==> config.mk <==
export PLATFORM = sky130hd
export DESIGN_NAME = multicycle_controller
export DESIGN_NICKNAME = d
export VERILOG_FILES = /design/src/rtl/mc_ctrl_pkg.sv /design/src/rtl/mc_ctrl_decode.sv /design/src/rtl/multicycle_controller.sv
export SDC_FILE = /design/constraint.sdc
export NUM_CORES = 1
export LEC_CHECK = 0
export CAP_MARGIN = 0
export CORE_ASPECT_RATIO = 0.9
export CORE_MARGIN = 5
export CORE_UTILIZATION = 53
export DETAILED_ROUTE_END_ITERATION = 8
export GPL_ROUTABILITY_DRIVEN = 0
export PLACE_DENSITY = 0.87
export SLEW_MARGIN = 20
export SYNTH_ARGS = -nofsm -noshare
export SYNTH_HDL_FRONTEND = slang
export SYNTH_SLANG_ARGS = --single-unit
==> constraint.sdc <==
create_clock -name clk -period 4.8 [get_ports clk]
set_clock_uncertainty 0.15 [all_clocks]
set_input_delay 0.96 -clock clk [delete_from_list [all_inputs] [get_ports clk]]
set_output_delay 0.96 -clock clk [all_outputs]
set_load 0.01 [all_outputs]
==> src/rtl/mc_ctrl_pkg.sv <==
// Shared definitions for the multi-cycle CPU main controller: state
// encoding, OpCode/Funct values, ALUOp codes and mux-select encodings.
// ALUOp codes here are also consumed by the ALU-control decoder.
package mc_ctrl_pkg;

    typedef enum logic [4:0] {
        S_IF, S_ID, S_EX_R, S_WB_R, S_EX_I, S_WB_I,
        S_MEM_ADDR, S_MEM_RD, S_WB_LW, S_MEM_WR,
        S_BR, S_JMP, S_JAL, S_JR, S_JALR, S_LUI, S_TRAP
    } state_t;

    localparam logic [5:0] OP_RTYPE = 6'h00;
    localparam logic [5:0] OP_J     = 6'h02;
    localparam logic [5:0] OP_JAL   = 6'h03;
    localparam logic [5:0] OP_BEQ   = 6'h04;
    localparam logic [5:0] OP_ADDI  = 6'h08;
    localparam logic [5:0] OP_ADDIU = 6'h09;
    localparam logic [5:0] OP_SLTI  = 6'h0a;
    localparam logic [5:0] OP_SLTIU = 6'h0b;
    localparam logic [5:0] OP_ANDI  = 6'h0c;
    localparam logic [5:0] OP_LUI   = 6'h0f;
    localparam logic [5:0] OP_LW    = 6'h23;
    localparam logic [5:0] OP_SW    = 6'h2b;

    localparam logic [5:0] FN_SLL  = 6'h00;
    localparam logic [5:0] FN_SRL  = 6'h02;
    localparam logic [5:0] FN_SRA  = 6'h03;
    localparam logic [5:0] FN_JR   = 6'h08;
    localparam logic [5:0] FN_JALR = 6'h09;

    localparam logic [3:0] ALU_ADD   = 4'd0;
    localparam logic [3:0] ALU_BEQ   = 4'd1;
    localparam logic [3:0] ALU_RTYPE = 4'd2;
    localparam logic [3:0] ALU_ADDIU = 4'd3;
    localparam logic [3:0] ALU_ANDI  = 4'd4;
    localparam logic [3:0] ALU_SLTI  = 4'd5;
    localparam logic [3:0] ALU_SLTIU = 4'd6;

    localparam logic [1:0] DST_RT = 2'd0;
    localparam logic [1:0] DST_RD = 2'd1;
    localparam logic [1:0] DST_RA = 2'd2;

    localparam logic [1:0] MTR_ALU = 2'd0;
    localparam logic [1:0] MTR_MDR = 2'd1;
    localparam logic [1:0] MTR_PC  = 2'd2;
    localparam logic [1:0] MTR_LUI = 2'd3;

    localparam logic [1:0] SRCA_PC    = 2'd0;
    localparam logic [1:0] SRCA_A     = 2'd1;
    localparam logic [1:0] SRCA_SHAMT = 2'd2;

    localparam logic [1:0] SRCB_B      = 2'd0;
    localparam logic [1:0] SRCB_FOUR   = 2'd1;
    localparam logic [1:0] SRCB_IMM    = 2'd2;
    localparam logic [1:0] SRCB_IMM_SH = 2'd3;

    localparam logic [1:0] PCS_ALU    = 2'd0;
    localparam logic [1:0] PCS_ALUOUT = 2'd1;
    localparam logic [1:0] PCS_JUMP   = 2'd2;
    localparam logic [1:0] PCS_REG    = 2'd3;

    typedef struct packed {
        logic       pc_write;
        logic       pc_write_cond;
        logic       iord;
        logic       mem_read;
        logic       mem_write;
        logic       ir_write;
        logic       reg_write;
        logic [1:0] reg_dst;
        logic [1:0] mem_to_reg;
        logic [1:0] alu_src_a;
        logic [1:0] alu_src_b;
        logic       ext_op;
        logic [3:0] alu_op;
        logic [1:0] pc_source;
    } ctrl_t;

    // R-type functions the datapath implements; anything else is
    // treated as illegal when trapping is enabled.
    function automatic logic funct_ok(input logic [5:0] f);
        case (f)
            6'h00, 6'h02, 6'h03, 6'h04, 6'h06, 6'h07,
            6'h08, 6'h09, 6'h20, 6'h21, 6'h22, 6'h23,
            6'h24, 6'h25, 6'h26, 6'h27, 6'h2a, 6'h2b:
                funct_ok = 1'b1;
            default: funct_ok = 1'b0;
        endcase
    endfunction

endpackage

==> src/rtl/mc_ctrl_decode.sv <==
// Combinational Moore output decode: {state, OpCode, Funct} -> control
// bundle. Ports: state, OpCode, Funct in; ctrl (ctrl_t) out.
module mc_ctrl_decode
    import mc_ctrl_pkg::*;
(
    input  state_t     state,
    input  logic [5:0] OpCode,
    input  logic [5:0] Funct,
    output ctrl_t      ctrl
);

    always_comb begin
        ctrl = '0;
        case (state)
            S_IF: begin
                ctrl.mem_read  = 1'b1;
                ctrl.ir_write  = 1'b1;
                ctrl.alu_src_b = SRCB_FOUR;
                ctrl.pc_write  = 1'b1;
            end
            S_ID: begin
                // Branch target precomputed into ALUOut.
                ctrl.alu_src_b = SRCB_IMM_SH;
                ctrl.ext_op    = 1'b1;
            end
            S_EX_R: begin
                ctrl.alu_src_b = SRCB_B;
                ctrl.alu_op    = ALU_RTYPE;
                ctrl.alu_src_a = (Funct == FN_SLL || Funct == FN_SRL ||
                                  Funct == FN_SRA) ? SRCA_SHAMT : SRCA_A;
            end
            S_WB_R: begin
                ctrl.reg_dst   = DST_RD;
                ctrl.reg_write = 1'b1;
            end
            S_EX_I: begin
                ctrl.alu_src_a = SRCA_A;
                ctrl.alu_src_b = SRCB_IMM;
                ctrl.ext_op    = (OpCode != OP_ANDI);
                case (OpCode)
                    OP_ANDI:  ctrl.alu_op = ALU_ANDI;
                    OP_SLTI:  ctrl.alu_op = ALU_SLTI;
                    OP_SLTIU: ctrl.alu_op = ALU_SLTIU;
                    default:  ctrl.alu_op = ALU_ADDIU;
                endcase
            end
            S_WB_I: ctrl.reg_write = 1'b1;
            S_MEM_ADDR: begin
                ctrl.alu_src_a = SRCA_A;
                ctrl.alu_src_b = SRCB_IMM;
                ctrl.ext_op    = 1'b1;
            end
            S_MEM_RD: begin
                ctrl.mem_read = 1'b1;
                ctrl.iord     = 1'b1;
            end
            S_WB_LW: begin
                ctrl.mem_to_reg = MTR_MDR;
                ctrl.reg_write  = 1'b1;
            end
            S_MEM_WR: begin
                ctrl.mem_write = 1'b1;
                ctrl.iord      = 1'b1;
            end
            S_BR: begin
                ctrl.alu_src_a     = SRCA_A;
                ctrl.alu_op        = ALU_BEQ;
                ctrl.pc_source     = PCS_ALUOUT;
                ctrl.pc_write_cond = 1'b1;
            end
            S_JMP: begin
                ctrl.pc_source = PCS_JUMP;
                ctrl.pc_write  = 1'b1;
            end
            S_JAL: begin
                ctrl.pc_source  = PCS_JUMP;
                ctrl.pc_write   = 1'b1;
                ctrl.reg_dst    = DST_RA;
                ctrl.mem_to_reg = MTR_PC;
                ctrl.reg_write  = 1'b1;
            end
            S_JR: begin
                ctrl.pc_source = PCS_REG;
                ctrl.pc_write  = 1'b1;
            end
            S_JALR: begin
                ctrl.pc_source  = PCS_REG;
                ctrl.pc_write   = 1'b1;
                ctrl.reg_dst    = DST_RD;
                ctrl.mem_to_reg = MTR_PC;
                ctrl.reg_write  = 1'b1;
            end
            S_LUI: begin
                ctrl.mem_to_reg = MTR_LUI;
                ctrl.reg_write  = 1'b1;
            end
            default: ctrl = '0;
        endcase
    end

endmodule

==> src/rtl/multicycle_controller.sv <==
// Main control FSM of the multi-cycle CPU: state register, dispatch,
// retired-instruction counter. Ports: clk, reset (sync, high), OpCode,
// Funct, Zero in; datapath enables/selects, ALUOp, InstrRetired out.
// MC_CTRL_ILLEGAL_TRAP_EN: undecoded instructions enter TRAP and drive
// IllegalInst; otherwise they retire as NOPs.
module multicycle_controller
    import mc_ctrl_pkg::*;
#(
    parameter int INSTR_CNT_W = 32
) (
    input  logic                   clk,
    input  logic                   reset,
    input  logic [5:0]             OpCode,
    input  logic [5:0]             Funct,
    input  logic                   Zero,
    output logic                   PCWrite,
    output logic                   PCWriteCond,
    output logic                   IorD,
    output logic                   MemRead,
    output logic                   MemWrite,
    output logic                   IRWrite,
    output logic                   RegWrite,
    output logic [1:0]             RegDst,
    output logic [1:0]             MemtoReg,
    output logic [1:0]             ALUSrcA,
    output logic [1:0]             ALUSrcB,
    output logic                   ExtOp,
    output logic [3:0]             ALUOp,
    output logic [1:0]             PCSource,
`ifdef MC_CTRL_ILLEGAL_TRAP_EN
    output logic                   IllegalInst,
`endif
    output logic [INSTR_CNT_W-1:0] InstrRetired
);

    state_t state, state_next;
    logic   retire;
    ctrl_t  ctrl, ctrl_q;

    // Zero qualifies PCWriteCond inside the datapath, not here.
    logic unused_zero;
    assign unused_zero = Zero;

    always_ff @(posedge clk) begin
        if (reset) begin
            state        <= S_IF;
            InstrRetired <= '0;
        end else begin
            state <= state_next;
            if (retire)
                InstrRetired <= InstrRetired + INSTR_CNT_W'(1);
        end
    end

    always_comb begin
        state_next = state;
        retire     = 1'b0;
        case (state)
            S_IF: state_next = S_ID;
            S_ID: begin
                case (OpCode)
                    OP_RTYPE: begin
                        if (Funct == FN_JR)
                            state_next = S_JR;
                        else if (Funct == FN_JALR)
                            state_next = S_JALR;
`ifdef MC_CTRL_ILLEGAL_TRAP_EN
                        else if (!funct_ok(Funct))
                            state_next = S_TRAP;
`endif
                        else
                            state_next = S_EX_R;
                    end
                    OP_LW, OP_SW: state_next = S_MEM_ADDR;
                    OP_BEQ:       state_next = S_BR;
                    OP_J:         state_next = S_JMP;
                    OP_JAL:       state_next = S_JAL;
                    OP_LUI:       state_next = S_LUI;
                    OP_ADDI, OP_ADDIU, OP_ANDI,
                    OP_SLTI, OP_SLTIU:
                                  state_next = S_EX_I;
                    default: begin
`ifdef MC_CTRL_ILLEGAL_TRAP_EN
                        state_next = S_TRAP;
`else
                        state_next = S_IF;
                        retire     = 1'b1;
`endif
                    end
                endcase
            end
            S_EX_R:     state_next = S_WB_R;
            S_EX_I:     state_next = S_WB_I;
            S_MEM_ADDR: state_next = (OpCode == OP_LW) ? S_MEM_RD : S_MEM_WR;
            S_MEM_RD:   state_next = S_WB_LW;
            S_WB_R, S_WB_I, S_WB_LW, S_MEM_WR, S_BR,
            S_JMP, S_JAL, S_JR, S_JALR, S_LUI: begin
                state_next = S_IF;
                retire     = 1'b1;
            end
            S_TRAP:  state_next = S_TRAP;
            default: state_next = S_IF;
        endcase
    end

    mc_ctrl_decode u_decode (
        .state  (state),
        .OpCode (OpCode),
        .Funct  (Funct),
        .ctrl   (ctrl)
    );

    // Outputs are forced quiet for the whole reset window, including the
    // first cycle when the state register may still hold a stale state.
    assign ctrl_q = reset ? '0 : ctrl;

    assign PCWrite     = ctrl_q.pc_write;
    assign PCWriteCond = ctrl_q.pc_write_cond;
    assign IorD        = ctrl_q.iord;
    assign MemRead     = ctrl_q.mem_read;
    assign MemWrite    = ctrl_q.mem_write;
    assign IRWrite     = ctrl_q.ir_write;
    assign RegWrite    = ctrl_q.reg_write;
    assign RegDst      = ctrl_q.reg_dst;
    assign MemtoReg    = ctrl_q.mem_to_reg;
    assign ALUSrcA     = ctrl_q.alu_src_a;
    assign ALUSrcB     = ctrl_q.alu_src_b;
    assign ExtOp       = ctrl_q.ext_op;
    assign ALUOp       = ctrl_q.alu_op;
    assign PCSource    = ctrl_q.pc_source;
`ifdef MC_CTRL_ILLEGAL_TRAP_EN
    assign IllegalInst = !reset && (state == S_TRAP);
`endif

endmodule

* After elaboration in Yosys (flattened, before gate mapping) *
Cells that the tools add are included.

operators by class
  $add $sub $neg = 1
  $mul = 0
  div/mod/pow operators = 0
  magnitude comparators = 0
  equality and inequality tests = 32
  shift-type cells = 0
  multiplexer cells = 24
  bitwise gates (word level) = 0
  reduce and logical (&&, ||, !) cells = 20

operators by type and width
  operator                                                                 count
  5-bit case mux with 7 select lines                                       2
  6-bit by 4-bit equality test with 1-bit output, second input constant    8
  5-bit by 4-bit equality test with 1-bit output, second input constant    8
  32-bit by 1-bit adder with 32-bit output, second input constant          1
  6-bit by 2-bit equality test with 1-bit output, second input constant    4
  22-bit two-way mux                                                       1
  5-bit by 3-bit equality test with 1-bit output, second input constant    4
  2-bit case mux with 3 select lines                                       3
  3-bit case mux with 3 select lines                                       2
  2-bit OR reduction                                                       9
  6-bit equality test, second input constant                               2
  6-bit zero test                                                          2
  4-bit two-way mux                                                        3
  12-bit OR reduction                                                      1
  5-bit by 2-bit equality test with 1-bit output, second input constant    2
  10-bit OR reduction                                                      1
  5-bit OR reduction                                                       2
  1-bit two-way mux                                                        8
  2-bit case mux with 2 select lines                                       2
  6-bit by 3-bit equality test with 1-bit output, second input constant    1
  6-bit by 4-bit inequality test with 1-bit output, second input constant  1
  6-bit OR reduction                                                       1
  5-bit by 1-bit equality test with 1-bit output, second input constant    1
  5-bit equality test, second input constant                               1
  5 further kinds                                                          7

word-level totals
  register bits = 37
  latch bits = 0
  RAM bits = 0
  memory bits (read-only) = 0
  input port bits = 15
  output and inout port bits = 54
  logic and storage cells = 79
  memories = 0

* Longest topological paths before layout *
  depth after elaboration = 6
  depth in mapped cells = 9
  depth with buffers taken out = 6

* By module *
Synthesis repeated with hierarchy kept, for this count alone.

second synthesis, totals
  cells, all modules = 376
  area total of the unflattened synthesis = 2,753.9 um^2

modules (own cells, without submodules)
  module                 instances  cells an instance  area an instance (um^2)  sequential area each (um^2)
  multicycle_controller  1          303                2,285.9                  740.7
  mc_ctrl_decode         1          73                 467.9                    0.0

* Worst setup path before layout *
No wires, ideal clock.

  path kind = input port to output port
  from = input OpCode[3]
  to = output ALUOp[1]
  arrival = 2,130 ps
  required time = 3,690 ps
  setup slack = 1,560 ps
  stages = 5
  path buffers = 1
  path through = buf_2 -> nand2b_1 -> or2_1 -> o31ai_1 -> a2111oi_0

between the ends
  word-level cells in the longest chain between the ends = 4
  elaborated cells on any way between the ends = 6
  classes of those cells = eq/ne (3); mux (3)

RTL lines
  what                                            RTL line                      RTL
  start: declaration                              multicycle_controller.sv:13   input logic [5:0] OpCode,
  6-bit by 4-bit equality test with 1-bit output  mc_ctrl_decode.sv:40          case (OpCode)
  3-bit case mux with 3 select lines *            mc_ctrl_decode.sv:40
  3-bit case mux with 3 select lines *            mc_ctrl_decode.sv:14          case (state)
  22-bit two-way mux *                            multicycle_controller.sv:115  assign ctrl_q = reset ? '0 : ctrl;
  end: declaration                                multicycle_controller.sv:28   output logic [3:0] ALUOp,

Every way passes the cells marked *; elsewhere a longest branch is shown, timed or not.

* Worst setup path after layout *
  from = input OpCode[5]
  to = output ALUOp[1]

Same word-level chain as after synthesis.

==> flow_metrics.py <==
metrics = {
    "logic_synthesis": {
        "synth_compound_area_share_pct": 24.4,
        "synth.area.mux_share_pct": 0.834,
        "synthTopCellsByCount": "47 x a21oi_1, 38 x nand2_1, 37 x dfxtp_1, 31 x nor2_1, 18 x or3_1",
        "synth.area.top_cells": "dfxtp_1 29%, a21oi_1 9.2%, nand2_1 5.6%, nor2_1 4.6%, or3_1 4.4%",
        "yosysTopAreaCellShare_pct": 29.0,
        "synth_edf_count": 0,
        "synth_top_family_by_area": "simple AND/OR/NAND/NOR gates",
        "avgSynthCellArea_sq_um": 7.33,
        "synth_fa_ha_area_share_pct": 0.490,
        "synth_cell_types": 55,
        "synthCells": 348,
        "yosysWarningCount": 0,
        "ys_ff_latch": 37,
        "synth.yosys.seq_area_share_pct": 29.0,
        "synth_xor_area_share_pct": 1.37,
        "yosys.area_share.simple_pct": 36.3,
        "synthFlopType": "dfxtp_1",
        "synth_fp_nets": 364,
        "syn_area_sq_um": 2550,
        "synth.most_common_cell": "a21oi_1",
        "synthArstFlopShare_pct": 0,
        "yosysTopAreaCell": "dfxtp_1",
    },
    "floorplan": {
        "die_h_um": 75.8,
        "core_sq_um": 4740,
        "num_io_pins": 69,
        "die_w_um": 83.1,
        "fp.dieArea_sq_um": 6300,
        "start_util_pct": 53.8,
        "row_count": 24,
    },
    "grt": {
        "grt_pass1_wl_mm": 11.0,
        "gr-total-overflow": 0,
        "grt_usage_pct": 20.9,
        "grt_pass1_vias": 2367,
        "grt_max_degree": 35,
        "antenna_found_initial": 0,
    },
    "setup_path": {
        "worst-path-buf-inv": 2,
        "crit_fanout": 8,
        "r2r_cells": 7,
        "r2r_setup_slack_ns": 2.12,
        "crit_chain": "clkdlybuf4s50_1, nand2b_1, or2_1, o31ai_1, a2111oi_0, clkdlybuf4s50_1",
        "r2r-end": "InstrRetired[12]",
        "worstSetupStartpointType": "primary input",
        "max_stage_delay_ns": 0.61,
        "slowest_stage": "clkdlybuf4s50_1",
        "path_class": "primary input to output pin",
        "end_kind": "output pin",
        "critical_path_required_ns": 3.69,
        "path_delay_family": "buffers and inverters",
        "r2r-start": "state[0]",
        "cp.arrival_ns": 3.06,
        "cpMostUsedCell": "clkdlybuf4s50_1",
    },
    "sta": {
        "finalHoldViolCount": 0,
        "setup_viol": 0,
        "max_freq_mhz": 240,
        "finalCriticalPeriod_ns": 4.17,
        "rsz0062_at_grt": "no",
        "post-route-period-util_pct": 86.9,
        "fin_ws_ns": 0.631,
        "maxSlewViolCount": 0,
        "tns_ns": 0,
        "holdWs_ns": 0.354,
        "worst_pin_slew_ns": 0.742,
        "slew_headroom_pct": 50.5,
    },
    "route": {
        "drtIter0Drc": 215,
        "vias": 2686,
        "drtAntennaViolNets": 0,
        "dr.pass1.iters": 5,
        "routed_wl_mm": 6.59,
        "via_per_inst": 5.81,
        "post_drt_wl_per_cell_um": 14.3,
        "drc_errors": 0,
    },
    "outcome": {
        "status": "finished, final reports clean",
    },
    "pwr": {
        "swShare_pct": 26.0,
        "switchingPower_uw": 163,
        "internal-power_uw": 463,
        "fin_total_pwr_uw": 626,
        "power_density_nw_per_um2": 193,
        "seqPwrFrac_pct": 50.7,
        "p_clk_share_pct": 34.8,
        "max-vdd-ir-drop_mv": 0.155,
        "p_leak_nw": 0.997,
        "pwr-share-comb_pct": 14.5,
    },
    "cells_and_area": {
        "syn_to_final_growth_pct": 27.0,
        "n_antenna_cell": 0,
        "drive_above_1_share_pct": 5.04,
        "fin_nets": 413,
        "design_area_sq_um": 3240,
    },
    "clocking": {
        "cts_buffer_depth": 2,
        "insertion_delay_ns": 0.29,
        "post_cts.repair.setup_buffers": 0,
        "cts_sinks": 37,
        "cts_resized": 0,
        "hold_buffers": 0,
        "cts.clk_slew.worst_paths_ns": 0.07,
        "root_buffer": "clkbuf_8",
        "h-tree-depth": 2,
        "cts_buffers": 5,
        "tritoncts": "yes",
    },
    "flow_run": {
        "drv_cap": 0,
    },
    "placement": {
        "pre_cts_ws_ns": 0.639,
        "dp_hpwl_mm": 4.79,
        "dpl_cell_area_sq_um": 3150,
        "numPortBuffers": 66,
    },
    "worst_hold_path": {
        "hold_start": "InstrRetired[22]",
        "whs_endpoint": "InstrRetired[22]",
        "holdPathStages": 2,
        "hp-class": "flop to flop",
    },
}
==> routing by layer <==
layer	vias up	part of all wire, %	GRT usage [%]
met5	-	0	0
met1	1235	46	27.8
met3	9	5.2	4.22
met4	0	1.2	5.81
met2	67	48	35.0
li1	1375	-	-
==> flip-flops by register name, indices dropped and copies added (netlist names) <==
signal,flops
InstrRetired,32
state,5
==> cell usage in the layout, fill, tap and decap left out, types with 3 or more instances in the layout <==
cell type,instances
and3_1,7
nor2_2,3
clkbuf_8,6
nor4_1,4
or3_1,18
nand2_1,38
nor2_1,31
nor2b_1,6
nor4b_1,3
dfxtp_1,37
a21oi_1,47
nand3_1,9
nand2b_1,4
or4b_1,3
inv_1,7
o21ai_0,8
o31ai_1,13
buf_4,3
clkdlybuf4s50_1,66
nand4_1,6
or4_1,11
o21ai_1,17
nor3_1,9
==> cell type report <==
| type | count | area [sq um] |
|---|---|---|
| Timing Repair Buffer | 69 | 683 |
| Inverter | 7 | 26.3 |
| Fill cell | 435 | 1510 |
| Tap cell | 65 | 81.3 |
| Clock buffer | 7 | 86.3 |
| Multi-Input combinational cell | 277 | 1620 |
| Sequential cell | 37 | 741 |
==> per-stage QoR <==
stage	util, %	instances
finish	68.3	462
global route	68.3	462
CTS	68.3	462
detailed placement	66.5	455
global placement	66.5	455
floorplan	-	348
==> logic make-up (layout without fill, tap and decap cells) <==
logic type,after synthesis,in the layout
AND/OR/NAND/NOR,167,167
AO/OA/AOI/OAI,102,102
flip-flops,37,37
buffers and inverters,34,83
XOR/XNOR,4,4
multiplexers,2,2
adder cells (fa/ha/maj),1,1
other,1,1
==> how the worst max path moves through the flow <==
stage               startpoint  endpoint  slack (ns)  cells past startpoint
floorplan            OpCode[3]  ALUOp[1]        1.56                      5
global placement     OpCode[5]  ALUOp[1]        0.65                      6
detailed placement   OpCode[5]  ALUOp[1]        0.64                      6
CTS                  OpCode[5]  ALUOp[1]        0.63                      6
global route         OpCode[5]  ALUOp[1]        0.49                      6
finish               OpCode[5]  ALUOp[1]        0.63                      6
==> worst min-delay path, delay by kind of cell (launching register included) <==
family / cells / cell delay [ns]
compound gates: 2 / 0.12
flops: 1 / 0.34
==> power groups by stage <==
stage | Combinational (mW) | Clock, mW | Sequential, mW
after detailed placement | 0.0904 | 0 | 0.324
after global placement | 0.0883 | 0 | 0.324
after CTS | 0.0909 | 0.221 | 0.317
after floorplan | 0.0681 | 0 | 0.321
after global routing | 0.100 | 0.233 | 0.318
final | 0.0909 | 0.218 | 0.317
Power figures use the tool's default switching activity.
